--- config.mk ---
export PLATFORM = sky130hd
export DESIGN_NAME = mm_feeder
export DESIGN_NICKNAME = d
export VERILOG_FILES = /design/src/rtl/mm_pkg.sv /design/src/rtl/mm_feeder_operand_bank.sv /design/src/rtl/mm_feeder.sv
export SDC_FILE = /design/constraint.sdc
export NUM_CORES = 2
export LEC_CHECK = 0
export CAP_MARGIN = 20
export CELL_PAD_IN_SITES_DETAIL_PLACEMENT = 0
export CELL_PAD_IN_SITES_GLOBAL_PLACEMENT = 1
export CORE_ASPECT_RATIO = 2
export CORE_MARGIN = 1
export CORE_UTILIZATION = 30
export DETAILED_ROUTE_END_ITERATION = 10
export PLACE_DENSITY = 0.5
export SYNTH_ARGS = -nofsm -noshare
export SYNTH_HDL_FRONTEND = slang
export SYNTH_SLANG_ARGS = --single-unit
--- constraint.sdc ---
create_clock -name clk -period 3.25 [get_ports clk]
set_input_delay 0.65 -clock clk [delete_from_list [all_inputs] [get_ports clk]]
set_output_delay 0.65 -clock clk [all_outputs]
set_load 0.005 [all_outputs]
--- src/rtl/mm_pkg.sv ---
// Shared constants, FSM encoding and beat-timing helpers for the matrix feeder.
// Latency: n/a (package only).
// Backpressure: n/a (package only).
package mm_pkg;

  localparam int N            = 4;
  localparam int DEF_MULT_LAT = 2;
  localparam int DEF_ADD_LAT  = 2;

  localparam logic [31:0] FP_ZERO = 32'h0000_0000;

  typedef enum logic [1:0] {
    ST_IDLE  = 2'd0,
    ST_CLEAR = 2'd1,
    ST_RUN   = 2'd2,
    ST_DONE  = 2'd3
  } state_t;

  // One beat = multiply window + add window + one output cycle.
  function automatic int beat_len(input int mult_lat, input int add_lat);
    return mult_lat + add_lat + 1;
  endfunction

  // Skewed wavefront through an NxN array needs 3N-2 beats to drain.
  function automatic int num_beats(input int n);
    return 3 * n - 2;
  endfunction

  // Enables for phase p of a beat, packed as {mult_en, add_en, out_en}.
  function automatic logic [2:0] phase_en(input int p, input int mult_lat, input int add_lat);
    return {p < mult_lat,
            (p >= mult_lat) && (p < mult_lat + add_lat),
            p == mult_lat + add_lat};
  endfunction

endpackage

--- src/rtl/mm_feeder_operand_bank.sv ---
// NxN x 32 operand register file: one write port, every element readable in parallel.
// Latency: write visible on rd_data the cycle after the wr_en edge; reads are combinational.
// Backpressure: none; every strobed write is taken.
//   clk, reset (async active-low, clears all entries)
//   wr_en, wr_row, wr_col, wr_data : write port
//   rd_data : element (r,c) at bits [32*(r*N+c) +: 32]
module operand_bank
  import mm_pkg::FP_ZERO;
#(
  parameter int N = 4
) (
  input  logic                   clk,
  input  logic                   reset,
  input  logic                   wr_en,
  input  logic [$clog2(N)-1:0]   wr_row,
  input  logic [$clog2(N)-1:0]   wr_col,
  input  logic [31:0]            wr_data,
  output logic [N*N*32-1:0]      rd_data
);

  localparam int IW = $clog2(N);

  logic [31:0] mem [N][N];

  always_ff @(posedge clk or negedge reset) begin
    if (!reset) begin
      for (int r = 0; r < N; r++)
        for (int c = 0; c < N; c++)
          mem[r][c] <= FP_ZERO;
    end else begin
      for (int r = 0; r < N; r++)
        for (int c = 0; c < N; c++)
          if (wr_en && (wr_row == IW'(r)) && (wr_col == IW'(c)))
            mem[r][c] <= wr_data;
    end
  end

  always_comb begin
    rd_data = '0;
    for (int r = 0; r < N; r++)
      for (int c = 0; c < N; c++)
        rd_data[32*(r*N+c) +: 32] = mem[r][c];
  end

endmodule

--- src/rtl/mm_feeder.sv ---
// Sequences an NxN FP32 matrix multiply through a systolic comp_unit array: skewed operands plus broadcast enables.
// Latency: CLEAR 1 cycle, RUN (3N-2)*BEAT cycles, DONE 1 cycle after the start cycle (52 cycles for defaults).
// Backpressure: none; start is ignored unless IDLE, writes are ignored in CLEAR/RUN.
//   clk, reset (async active-low)
//   start, wr_en/wr_sel/wr_row/wr_col/wr_data : control and operand load (wr_sel 0 = A, 1 = B)
//   ovf_in : per-cell overflow from the array, folded into sticky ovf_flag
//   a_out (row i lane), b_out (column j lane), mult_en/add_en/out_en/arr_clr : array drive
//   busy, done, ovf_flag : status
module mm_feeder #(
  parameter int N        = mm_pkg::N,
  parameter int MULT_LAT = mm_pkg::DEF_MULT_LAT,
  parameter int ADD_LAT  = mm_pkg::DEF_ADD_LAT
) (
  input  logic                 clk,
  input  logic                 reset,
  input  logic                 start,
  input  logic                 wr_en,
  input  logic                 wr_sel,
  input  logic [$clog2(N)-1:0] wr_row,
  input  logic [$clog2(N)-1:0] wr_col,
  input  logic [31:0]          wr_data,
  input  logic [N*N-1:0]       ovf_in,
  output logic [N*32-1:0]      a_out,
  output logic [N*32-1:0]      b_out,
  output logic                 mult_en,
  output logic                 add_en,
  output logic                 out_en,
  output logic                 arr_clr,
  output logic                 busy,
  output logic                 done,
  output logic                 ovf_flag
);

  import mm_pkg::FP_ZERO;
  import mm_pkg::state_t;
  import mm_pkg::ST_IDLE;
  import mm_pkg::ST_CLEAR;
  import mm_pkg::ST_RUN;
  import mm_pkg::ST_DONE;
  import mm_pkg::beat_len;
  import mm_pkg::num_beats;
  import mm_pkg::phase_en;

  localparam int BEAT   = beat_len(MULT_LAT, ADD_LAT);
  localparam int NBEATS = num_beats(N);
  localparam int PH_W   = (BEAT > 1) ? $clog2(BEAT) : 1;
  localparam int BT_W   = (NBEATS > 1) ? $clog2(NBEATS) : 1;

  state_t            state;
  logic [PH_W-1:0]   phase;
  logic [BT_W-1:0]   beat;

  logic              bank_we;
  logic [N*N*32-1:0] a_flat;
  logic [N*N*32-1:0] b_flat;
  logic [BT_W-1:0]   load_beat;
  logic [N*32-1:0]   a_skew;
  logic [N*32-1:0]   b_skew;

  // Banks are only writable while the array is not being fed.
  assign bank_we = wr_en && ((state == ST_IDLE) || (state == ST_DONE));

  operand_bank #(.N(N)) u_bank_a (
    .clk     (clk),
    .reset   (reset),
    .wr_en   (bank_we && !wr_sel),
    .wr_row  (wr_row),
    .wr_col  (wr_col),
    .wr_data (wr_data),
    .rd_data (a_flat)
  );

  operand_bank #(.N(N)) u_bank_b (
    .clk     (clk),
    .reset   (reset),
    .wr_en   (bank_we && wr_sel),
    .wr_row  (wr_row),
    .wr_col  (wr_col),
    .wr_data (wr_data),
    .rd_data (b_flat)
  );

  // Operands are registered on the edge that enters phase 0, so the skew
  // is computed for the beat about to start: 0 when leaving CLEAR, else beat+1.
  assign load_beat = (state == ST_RUN) ? beat + 1'b1 : '0;

  // Element (i,j) lands on A lane i and B lane j during beat i+j; every
  // other lane carries +0.0.
  always_comb begin
    a_skew = {N{FP_ZERO}};
    b_skew = {N{FP_ZERO}};
    for (int i = 0; i < N; i++)
      for (int j = 0; j < N; j++)
        if (int'(load_beat) == i + j) begin
          a_skew[32*i +: 32] = a_flat[32*(i*N+j) +: 32];
          b_skew[32*j +: 32] = b_flat[32*(i*N+j) +: 32];
        end
  end

  always_ff @(posedge clk or negedge reset) begin
    if (!reset) begin
      state    <= ST_IDLE;
      phase    <= '0;
      beat     <= '0;
      a_out    <= '0;
      b_out    <= '0;
      mult_en  <= 1'b0;
      add_en   <= 1'b0;
      out_en   <= 1'b0;
      arr_clr  <= 1'b0;
      busy     <= 1'b0;
      done     <= 1'b0;
      ovf_flag <= 1'b0;
    end else begin
      case (state)
        ST_IDLE: begin
          if (start) begin
            state    <= ST_CLEAR;
            arr_clr  <= 1'b1;
            busy     <= 1'b1;
            ovf_flag <= 1'b0;
          end
        end
        ST_CLEAR: begin
          state                     <= ST_RUN;
          arr_clr                   <= 1'b0;
          phase                     <= '0;
          beat                      <= '0;
          {mult_en, add_en, out_en} <= phase_en(0, MULT_LAT, ADD_LAT);
          a_out                     <= a_skew;
          b_out                     <= b_skew;
        end
        ST_RUN: begin
          if (|ovf_in)
            ovf_flag <= 1'b1;
          if (phase == PH_W'(BEAT - 1)) begin
            phase <= '0;
            if (beat == BT_W'(NBEATS - 1)) begin
              state                     <= ST_DONE;
              beat                      <= '0;
              busy                      <= 1'b0;
              done                      <= 1'b1;
              {mult_en, add_en, out_en} <= 3'b000;
              a_out                     <= '0;
              b_out                     <= '0;
            end else begin
              beat                      <= beat + 1'b1;
              {mult_en, add_en, out_en} <= phase_en(0, MULT_LAT, ADD_LAT);
              a_out                     <= a_skew;
              b_out                     <= b_skew;
            end
          end else begin
            phase                     <= phase + 1'b1;
            {mult_en, add_en, out_en} <= phase_en(int'(phase) + 1, MULT_LAT, ADD_LAT);
          end
        end
        ST_DONE: begin
          state <= ST_IDLE;
          done  <= 1'b0;
        end
        default: state <= ST_IDLE;
      endcase
    end
  end

endmodule

==> flow_metrics.tcl <==
set metrics [dict create \
    outcome "completed" \
    r2r_start "state[0]" \
    worstSetupEndpointType "flop" \
    die_height_um 616 \
    arrival_ns 3.60 \
    clock_latency_ns 0.80 \
    antenna_found_initial 7 \
    area_growth_pct 21.4 \
    die_w_um 309 \
    hold_ws_ns 0.405 \
    yosysUniqueCellTypes 56 \
    clk_path_buf_depth 4 \
    numCtsBuffers 138 \
    irDropWorstVdd_uv 392 \
    grt_pass1_vias 41300 \
    h-tree-depth 4 \
    clkTransAtPathRegs_ns 0.07 \
    clock_power_share_pct 28.6 \
    synth-main-ff-cell "dfrtp_1" \
    start_util_pct 30.2 \
    n_fill_cell 18500 \
    slew_headroom_pct 35.9 \
    synth_enable_flop_cells 0 \
    grt_max_degree 134 \
    cts_tree "done" \
    drt_iter0_drc 2538 \
    cap_violations 0 \
    startpoint "state[0]" \
    power.switching_w 0.0175 \
    die_area_um2 190000 \
    synthesis.nets 4622 \
    clock.fmax_ghz 0.336 \
    post_drt_wl_per_cell_um 26.2 \
    syn_area_per_cell_um2 12.4 \
    drtAntennaViolNets 0 \
    hpwl_mm 122 \
    setup_viol 0 \
    synth-seq-cells 1296 \
    synth_area_leaders "dfrtp_1 (57%), mux2_2 (21%), nand2_1 (3.8%)" \
    finalMaxSlewViolations 0 \
    startpoint_type "flop" \
    yosys-top-cells-count "dfrtp_1 (1,296), mux2_2 (1,032), nand2_1 (567), o21ai_0 (388), clkbuf_1 (279)" \
    gp_congestion 0.744 \
    period_share_pct 91.6 \
    fin_tns_setup_ns 0 \
    gr-total-overflow 0 \
    hp-class "input pin to async pin" \
    io_pins 320 \
    vias 39000 \
    grt_first_pass_wirelength_mm 290 \
    yosysMostFrequentCell "dfrtp_1" \
    ys_warn_count 0 \
    crit_path_max_fanout 32 \
    rows 225 \
    placedInstanceArea_um2 64100 \
    drc 0 \
    root_buffer "clkbuf_16" \
    first_pass_iters 9 \
    port_buffers 319 \
    tightest_slew_ns 0.959 \
    finalWirelength_mm 194 \
    finalInstanceArea_um2 68600 \
    rsz0062_at_grt "no" \
    setup.worst_path.class "flop to flop" \
    track_usage_pct 20.5 \
    leakage_nw 30.7 \
    yosys.area.top_type_share_pct 57.4 \
    synth.largest_area_cell "dfrtp_1" \
    skew_ns 0.0553 \
    required_ns 3.87 \
    netlist_area_um2 56500 \
    finalHoldViolCount 0 \
    cts_sinks 1296 \
    core_area_um2 187000 \
    r2r_slack_ns 0.27 \
    drive_above_1_share_pct 31.4 \
    cell_internal_pwr_w 0.0391 \
    p_seq_share_pct 44.5 \
    r2r_end "u_bank_b.rd_data[408]" \
    fin_crit_ns 2.98 \
    powerDensity_nw_per_um2 824 \
    vias_per_cell 5.27 \
    rr_worst_depth 8 \
    ys_async_sr_fraction_pct 100 \
    synthCells 4556 \
    pwr-share-comb_pct 26.9 \
    crit_path_end "u_bank_b.rd_data[408]" \
    switching_share_pct 30.9 \
    nNetsFinal 4880 \
    seq_area_frac_synth_pct 57.4 \
    fin_util_pct 36.6 \
]
cells in the final DEF (no fill, tap or decap), types with 11 or more instances in the layout:
cell type	n
a32oi_1	64
nand2b_1	56
a22oi_1	190
o21ai_1	12
o221ai_1	64
nand2_1	558
clkdlybuf4s50_1	316
buf_12	79
nor2_1	11
inv_1	40
buf_4	162
dfrtp_1	1295
mux2_2	1032
clkinv_2	14
nor2_4	19
mux2i_1	66
clkbuf_16	142
clkbuf_8	28
clkbuf_1	37
a222oi_1	142
o21ai_0	388
o22ai_1	65
worst min path at each step:
stage | endpoint | depth (start not counted)
2_1_floorplan | a_out[0] | 0
3_3_place_gp | a_out[13] | 2
3_5_place_dp | a_out[13] | 2
4_1_cts | u_bank_a.rd_data[38] | 2
5_1_grt | u_bank_a.rd_data[38] | 2
6_report | u_bank_a.rd_data[67] | 2
cell type report:
| cell class | instances | area, um^2 | area share [%] |
|---|---|---|---|
| Sequential cell | 1296 | 32400 | 47.3 |
| Multi-Input combinational cell | 2776 | 22400 | 32.7 |
| Timing Repair Buffer | 561 | 6010 | 8.75 |
| Clock buffer | 207 | 4080 | 5.94 |
| Tap cell | 2497 | 3120 | 4.55 |
| Clock inverter | 29 | 399 | 0.582 |
| Inverter | 41 | 154 | 0.224 |
| Antenna cell | 3 | 7.51 | 0.0109 |
critical path, stage by stage (launching register included):
cell and delay [ns]:
dfrtp_1 0.40, inv_1 0.11, ha_1 0.52, and3b_1 0.42
nand3_1 0.25, buf_4 0.26, nor3_2 0.19, buf_12 0.30
mux2_2 0.37
metal layers:
metal	vias to the layer above	part of all wire (%)	global-route usage [%]
li1	17100	-	-
met1	20900	43	25.9
met2	811	52	36.3
met3	267	3.0	1.93
met4	2	3.0	6.38
met5	-	0.0093	0
per-stage QoR:
| stage | worst slack, ns | std cells | power, W |
|---|---|---|---|
| 6_report | 0.272 | 7410 | 0.0566 |
| 5_1_grt | 0.205 | 7408 | 0.0599 |
| 4_1_cts | 0.306 | 7407 | 0.0575 |
| 3_5_place_dp | 0.129 | 7170 | 0.0410 |
| 3_3_place_gp | 0.0917 | 7170 | 0.0405 |
| 2_1_floorplan | 0.901 | 4556 | 0.0340 |
logic make-up after synthesis:
logic type / after synthesis / share of synthesized area (%)
flip-flops: 1296 / 57.4
multiplexers: 1107 / 21.9
AO/OA/AOI/OAI: 948 / 11.6
AND/OR/NAND/NOR: 710 / 5.27
buffers and inverters: 484 / 3.63
adder cells (fa/ha/maj): 9 / 0.199
XOR/XNOR: 2 / 0.0310
power by group through the flow:
stage | sequential, W | clock, W | combinational (W)
finish | 0.0252 | 0.0162 | 0.0152
CTS | 0.0252 | 0.0167 | 0.0156
global route | 0.0260 | 0.0172 | 0.0167
global placement | 0.0253 | 0 | 0.0152
detailed placement | 0.0255 | 0 | 0.0155
floorplan | 0.0245 | 0 | 0.00951
timing repair:
action / 4_1_cts / 5_1_grt
gates resized for setup: 0 / 0
hold buffers: 1 / 0
setup buffers: 0 / 0
hold endpoints to repair: 29 / 0
flip-flops by register name, summed over array words and instances, names as in the netlist:
signal and count:
beat 4, busy 1, done 1, mult_en 1, ovf_flag 1, u_bank_b.rd_data 512, state 2, arr_clr 1
u_bank_a.rd_data 512, add_en 1, phase 3, out_en 1, a_out 128, b_out 128
(Power assumes the default switching activity.)
